==> src/rtl/seq_pattern_tx.sv <==
// seq_pattern_tx: serial pattern transmitter.
//
// Takes one WIDTH-bit word over a valid/ready handshake and shifts it out
// MSB-first on seq_out, one bit per clock. seq_valid_o marks the cycles that
// carry a bit. done_o pulses for one cycle after the last bit. A programmable
// idle gap follows each word before ready_o reasserts.
//
// Build option: define SEQ_TX_MARKER_EN to send the sync marker 1,1,0 before
// every word. A downstream "110" detector can use it to frame words.
//
// Handshake: a word is accepted on a rising edge where valid_i and ready_o
// are both high. data_i is captured on that edge and does not have to be held
// afterwards. valid_i has no effect while ready_o is low.
//
// Ports:
//   clk_i        rising-edge clock
//   reset_ni     asynchronous active-low reset
//   data_i       parallel word to transmit
//   valid_i      data_i is valid
//   ready_o      a word can be accepted this cycle (registered)
//   seq_out      serial data, MSB first (registered)
//   seq_valid_o  seq_out carries a payload or marker bit (registered)
//   done_o       one-cycle pulse after the last bit of a word (registered)
//   busy_o       state is not IDLE (decoded from the state register)
module seq_pattern_tx #(
  parameter int   WIDTH      = 8,
  parameter int   GAP_CYCLES = 1,
  parameter logic IDLE_LEVEL = 1'b0
) (
  input  logic             clk_i,
  input  logic             reset_ni,
  input  logic [WIDTH-1:0] data_i,
  input  logic             valid_i,
  output logic             ready_o,
  output logic             seq_out,
  output logic             seq_valid_o,
  output logic             done_o,
  output logic             busy_o
);

  localparam int CW = $clog2(WIDTH);
  // The gap counter is loaded with GAP_CYCLES-1, so clog2(GAP_CYCLES) bits are enough.
  localparam int GW = (GAP_CYCLES > 1) ? $clog2(GAP_CYCLES) : 1;
  localparam int GAP_LOAD = (GAP_CYCLES > 0) ? GAP_CYCLES - 1 : 0;

  typedef enum logic [2:0] {
    S_IDLE,
    S_SHIFT,
    S_DONE,
    S_GAP
`ifdef SEQ_TX_MARKER_EN
    , S_MARK
`endif
  } state_t;

  state_t           state_q, state_d;
  logic [WIDTH-1:0] shreg_q, shreg_d;
  logic [CW-1:0]    bit_cnt_q, bit_cnt_d;
  logic [GW-1:0]    gap_cnt_q, gap_cnt_d;
  logic             ready_q, ready_d;
  logic             seq_q, seq_d;
  logic             sval_q, sval_d;
  logic             done_q, done_d;
`ifdef SEQ_TX_MARKER_EN
  logic [1:0]       mark_cnt_q, mark_cnt_d;
`endif

  always_ff @(posedge clk_i or negedge reset_ni) begin
    if (!reset_ni) begin
      state_q    <= S_IDLE;
      shreg_q    <= '0;
      bit_cnt_q  <= '0;
      gap_cnt_q  <= '0;
      ready_q    <= 1'b0;
      seq_q      <= IDLE_LEVEL;
      sval_q     <= 1'b0;
      done_q     <= 1'b0;
`ifdef SEQ_TX_MARKER_EN
      mark_cnt_q <= '0;
`endif
    end else begin
      state_q    <= state_d;
      shreg_q    <= shreg_d;
      bit_cnt_q  <= bit_cnt_d;
      gap_cnt_q  <= gap_cnt_d;
      ready_q    <= ready_d;
      seq_q      <= seq_d;
      sval_q     <= sval_d;
      done_q     <= done_d;
`ifdef SEQ_TX_MARKER_EN
      mark_cnt_q <= mark_cnt_d;
`endif
    end
  end

  always_comb begin
    state_d    = state_q;
    shreg_d    = shreg_q;
    bit_cnt_d  = bit_cnt_q;
    gap_cnt_d  = gap_cnt_q;
    ready_d    = ready_q;
    seq_d      = seq_q;
    sval_d     = sval_q;
    done_d     = 1'b0;
`ifdef SEQ_TX_MARKER_EN
    mark_cnt_d = mark_cnt_q;
`endif
    case (state_q)
      S_IDLE: begin
        ready_d = 1'b1;
        seq_d   = IDLE_LEVEL;
        sval_d  = 1'b0;
        if (valid_i && ready_q) begin
          shreg_d = data_i;
          ready_d = 1'b0;
          sval_d  = 1'b1;
`ifdef SEQ_TX_MARKER_EN
          // The first marker bit goes out now. The word waits in shreg.
          state_d    = S_MARK;
          seq_d      = 1'b1;
          mark_cnt_d = 2'd0;
`else
          state_d   = S_SHIFT;
          seq_d     = data_i[WIDTH-1];
          bit_cnt_d = CW'(WIDTH - 1);
`endif
        end
      end
`ifdef SEQ_TX_MARKER_EN
      S_MARK: begin
        case (mark_cnt_q)
          2'd0: begin
            seq_d      = 1'b1;
            mark_cnt_d = 2'd1;
          end
          2'd1: begin
            seq_d      = 1'b0;
            mark_cnt_d = 2'd2;
          end
          default: begin
            // The data MSB follows the marker's 0 directly, with no bubble.
            seq_d     = shreg_q[WIDTH-1];
            bit_cnt_d = CW'(WIDTH - 1);
            state_d   = S_SHIFT;
          end
        endcase
      end
`endif
      S_SHIFT: begin
        if (bit_cnt_q == '0) begin
          // The last bit has now been on the line for one full cycle.
          seq_d   = IDLE_LEVEL;
          sval_d  = 1'b0;
          done_d  = 1'b1;
          state_d = S_DONE;
        end else begin
          seq_d     = shreg_q[WIDTH-2];
          shreg_d   = shreg_q << 1;
          bit_cnt_d = bit_cnt_q - 1'b1;
        end
      end
      S_DONE: begin
        if (GAP_CYCLES > 0) begin
          state_d   = S_GAP;
          gap_cnt_d = GW'(GAP_LOAD);
        end else begin
          state_d = S_IDLE;
          ready_d = 1'b1;
        end
      end
      S_GAP: begin
        if (gap_cnt_q == '0) begin
          state_d = S_IDLE;
          ready_d = 1'b1;
        end else begin
          gap_cnt_d = gap_cnt_q - 1'b1;
        end
      end
      default: begin
        state_d = S_IDLE;
      end
    endcase
  end

  assign ready_o     = ready_q;
  assign seq_out     = seq_q;
  assign seq_valid_o = sval_q;
  assign done_o      = done_q;
  assign busy_o      = (state_q != S_IDLE);

endmodule
==> config.mk <==
export PLATFORM = sky130hd
export DESIGN_NAME = seq_pattern_tx
export DESIGN_NICKNAME = d
export VERILOG_FILES = /design/src/rtl/seq_pattern_tx.sv
export SDC_FILE = /design/constraint.sdc
export NUM_CORES = 1
export LEC_CHECK = 0
export CORE_ASPECT_RATIO = 0.9
export CORE_MARGIN = 3
export CORE_UTILIZATION = 53
export CTS_CLUSTER_DIAMETER = 50
export CTS_CLUSTER_SIZE = 12
export DETAILED_ROUTE_END_ITERATION = 10
export PLACE_DENSITY = 0.81
export SLEW_MARGIN = 20
export SYNTH_ARGS = -nofsm -noshare
export SYNTH_HDL_FRONTEND = slang
export SYNTH_SLANG_ARGS = --single-unit
==> constraint.sdc <==
create_clock -name clk_i -period 4.2 [get_ports clk_i]
set_input_delay 0.84 -clock clk_i [delete_from_list [all_inputs] [get_ports clk_i]]
set_output_delay 0.84 -clock clk_i [all_outputs]
set_load 0.03 [all_outputs]
==> impl_metrics.csv <==
group,metric,value,unit
worst_setup_path,crit_buf_inv,3,
power_and_ir_drop,power.leakage,0.000471,µW
worst_setup_path,end_kind,"output port",
die,core,0.00148,mm²
clocking,cts_setup_buffers,0,
drt,drt-wirelength-per-cell,13.8,µm
logic_synthesis,syn_nets,88,
flow_run,maxCapViolCount,0,
drt,routed_wl,1500,µm
power_and_ir_drop,switchingPower,285,µW
worst_setup_path,reg2reg_to,"bit_cnt_q[1]",
drt,drt-vias-per-instance,5.12,
clocking,clk_latency,280,ps
die,start_util,57.1,%
clocking,cts_made_buffers,3,
worst_setup_path,startpoint,"state_q[0]",
worst_setup_path,cp_slowest_cell,"clkdlybuf4s50_1",
sta,maxSlewHeadroom,52.1,%
worst_setup_path,endpoint,"busy_o",
clocking,clk_path_buf_depth,2,
worst_setup_path,critPathMaxStageDelay,670,ps
worst_setup_path,reg2reg_from,"state_q[1]",
hold_path,worst_hold_path_type,"register to register",
clocking,post_cts_resized,0,
global_route,grt.overflow.total,0,
sta,tns,0,ps
global_route,grt_max_degree,17,
die,die_area,0.00211,mm²
worst_setup_path,cp_top_family,"buffers and inverters",
drt,postRouteAntennaNets,0,
sta,worst_pin_slew,716,ps
sta,fin_crit_sh,60.4,%
worst_setup_path,worstSetupPathType,"register to output port",
clocking,cts_tree,"yes",
worst_setup_path,setup.worst_path.start_class,"register",
die,ios,16,
place,dp.cells,106,
sta,fin_crit,2540,ps
cells_and_area,num_antenna_cells,0,
die,chipWidth,48.1,µm
sta,slew_viol_final,0,
sta,rsz0062_at_grt,"false",
worst_setup_path,critPathRequiredTime,3360,ps
place,port_buffers,15,
cells_and_area,fin_nets,107,
worst_setup_path,r2r_slack,1960,ps
drt,drt_iter0_drc,7,
worst_setup_path,cp.arrival,1700,ps
drt,dr_total_vias,558,
power_and_ir_drop,pwr-share-comb,54.7,%
outcome,status,"complete, no violations",
clocking,clk_pin_slew,90,ps
worst_setup_path,rr_worst_depth,5,
logic_synthesis,synth.ff_latch_count,16,
power_and_ir_drop,clock_power_share,10.4,%
logic_synthesis,synthFlopType,"dfrtp_1",
sta,setup_violations,0,
logic_synthesis,synth_cells,70,
logic_synthesis,yosys-top-cells-area,"dfrtp_1, mux2_2, ha_1",
logic_synthesis,mappedNetlistArea,845,µm²
place,dpl.hpwl,1150,µm
sta,final_hold_viol_count,0,
global_route,grt_antenna_before_repair,0,
logic_synthesis,synthArstFlopShare,100,%
logic_synthesis,ys_warn_count,0,
sta,fmax,394,MHz
logic_synthesis,ys_seq_area_share,47.4,%
logic_synthesis,yosys.area.top_type,"dfrtp_1",
global_route,first_global_vias,566,
cells_and_area,n_fill_cell,108,
clocking,cts_max_level,1,
drt,drc_errors,0,
logic_synthesis,syn_area_per_cell,12.1,µm²
worst_setup_path,path_cells,"inv_1 -> ha_1 -> inv_1 -> clkdlybuf4s50_1",
cells_and_area,syn2layout_area_growth,23.3,%
power_and_ir_drop,p_int,467,µW
worst_setup_path,cp_num_cells,4,
drt,first_pass_iters,4,
cells_and_area,drive_above_1_share,24.1,%
power_and_ir_drop,swShare,37.9,%
die,rows,13,
sta,finalClockSkew,3.58,ps
logic_synthesis,yosysMostFrequentCell,"mux2_2",
logic_synthesis,synth_edf_count,0,
die,die_h,43.9,µm
power_and_ir_drop,cellPowerDensity,722,mW/mm²
logic_synthesis,synthTopCellsByCount,"mux2_2, dfrtp_1, ha_1, inv_1, nand2_1",
logic_synthesis,ys_types,17,
clocking,root_buffer,"clkbuf_4",
power_and_ir_drop,irDropWorstVdd,0.000416,V
worst_setup_path,cp_common_cell,"inv_1",
logic_synthesis,synth_top_cell_area_share,47.4,%
clocking,clock_sinks,16,
worst_setup_path,cp_max_fo,4,
global_route,grtUsageTotal,17.3,%
place,gp_congestion,0.785,
clocking,cts-hold-fix-buffers,0,
cells_and_area,instances_no_fill,109,
power_and_ir_drop,seqPwrFrac,35.0,%
global_route,grt_pass1_wl,2460,µm
==> how the worst min path moves through the flow <==
stage                       endpoint  depth (start not counted)  slack, ps        from
after global placement       seq_out                          2        460  shreg_q[6]
final                     shreg_q[3]                          1        510  shreg_q[3]
after CTS                 shreg_q[3]                          1        510  shreg_q[3]
after detailed placement  shreg_q[3]                          1        490  shreg_q[3]
after global routing      shreg_q[3]                          1        540  shreg_q[3]
after floorplan              seq_out                          2        450  shreg_q[6]
==> registers in the layout, indices dropped and copies added (netlist names) <==
name,cells
shreg_q,7
bit_cnt_q,3
state_q,2
done_o,1
ready_o,1
seq_out,1
seq_valid_o,1
==> metrics by stage <==
step	setup slack [ps]	hold WS, ps	utilization (%)	area (µm²)	power (µW)
4_1_cts	1650	515	70.3	1040	763
2_1_floorplan	2300	446	-	845	571
3_5_place_dp	1640	495	68.8	1020	683
6_report	1660	508	70.3	1040	752
3_3_place_gp	1670	463	68.8	1020	662
5_1_grt	1600	541	70.3	1040	815
==> placed cells by master (no fill, tap or decap), drive strengths merged <==
cell type       n
a211oi          1
a21oi           2
a31oi           1
a41oi           1
and2            1
clkbuf          3
clkdlybuf4s50  15
dfrtp          16
ha              7
inv             7
mux2           17
mux2i           1
nand2           6
nor2            1
nor2b           4
nor3            1
o21ai           2
o21bai          1
==> final cells by class <==
class / count / area [µm²] / area share, %
inverter: 7 / 26.3 / 2.52
sequential: 16 / 400 / 38.5
multi-input combinational: 46 / 414 / 39.8
tap: 22 / 27.5 / 2.64
clock buffer: 3 / 22.5 / 2.16
timing repair buffer: 15 / 150 / 14.4
==> power by group through the flow <==
stage / registers [µW] / clock network, µW / logic (µW)
2_1_floorplan: 277 / 0 / 293
3_3_place_gp: 261 / 0 / 401
3_5_place_dp: 267 / 0 / 416
4_1_cts: 264 / 81.2 / 418
5_1_grt: 271 / 89.6 / 454
6_report: 263 / 77.8 / 411
==> worst register-to-register path: stages (launching register included) <==
cell and delay [ps]:
dfrtp_1 410, inv_1 110, ha_1 500, nor2_1 160, a211oi_4 550, mux2_2 410
==> metal layers <==
layer,global-route usage (%),share of wire (%)
met5,0,0
met4,6.45,1.8
met3,6.22,5.2
met2,30.1,51
met1,18.6,42
==> logic make-up (layout without fill, tap and decap cells) <==
| family | count (synthesis) | count (layout) | share of synthesized area (%) |
|---|---|---|---|
| muxes | 18 | 18 | 23.9 |
| adders and majority gates | 7 | 7 | 10.4 |
| DFF | 16 | 16 | 47.4 |
| buffers and inverters | 8 | 25 | 3.56 |
| AOI/OAI and AO/OA | 8 | 8 | 7.41 |
| and+or+nand+nor | 13 | 13 | 7.41 |
Note: power is estimated with default switching activity, not from simulation.
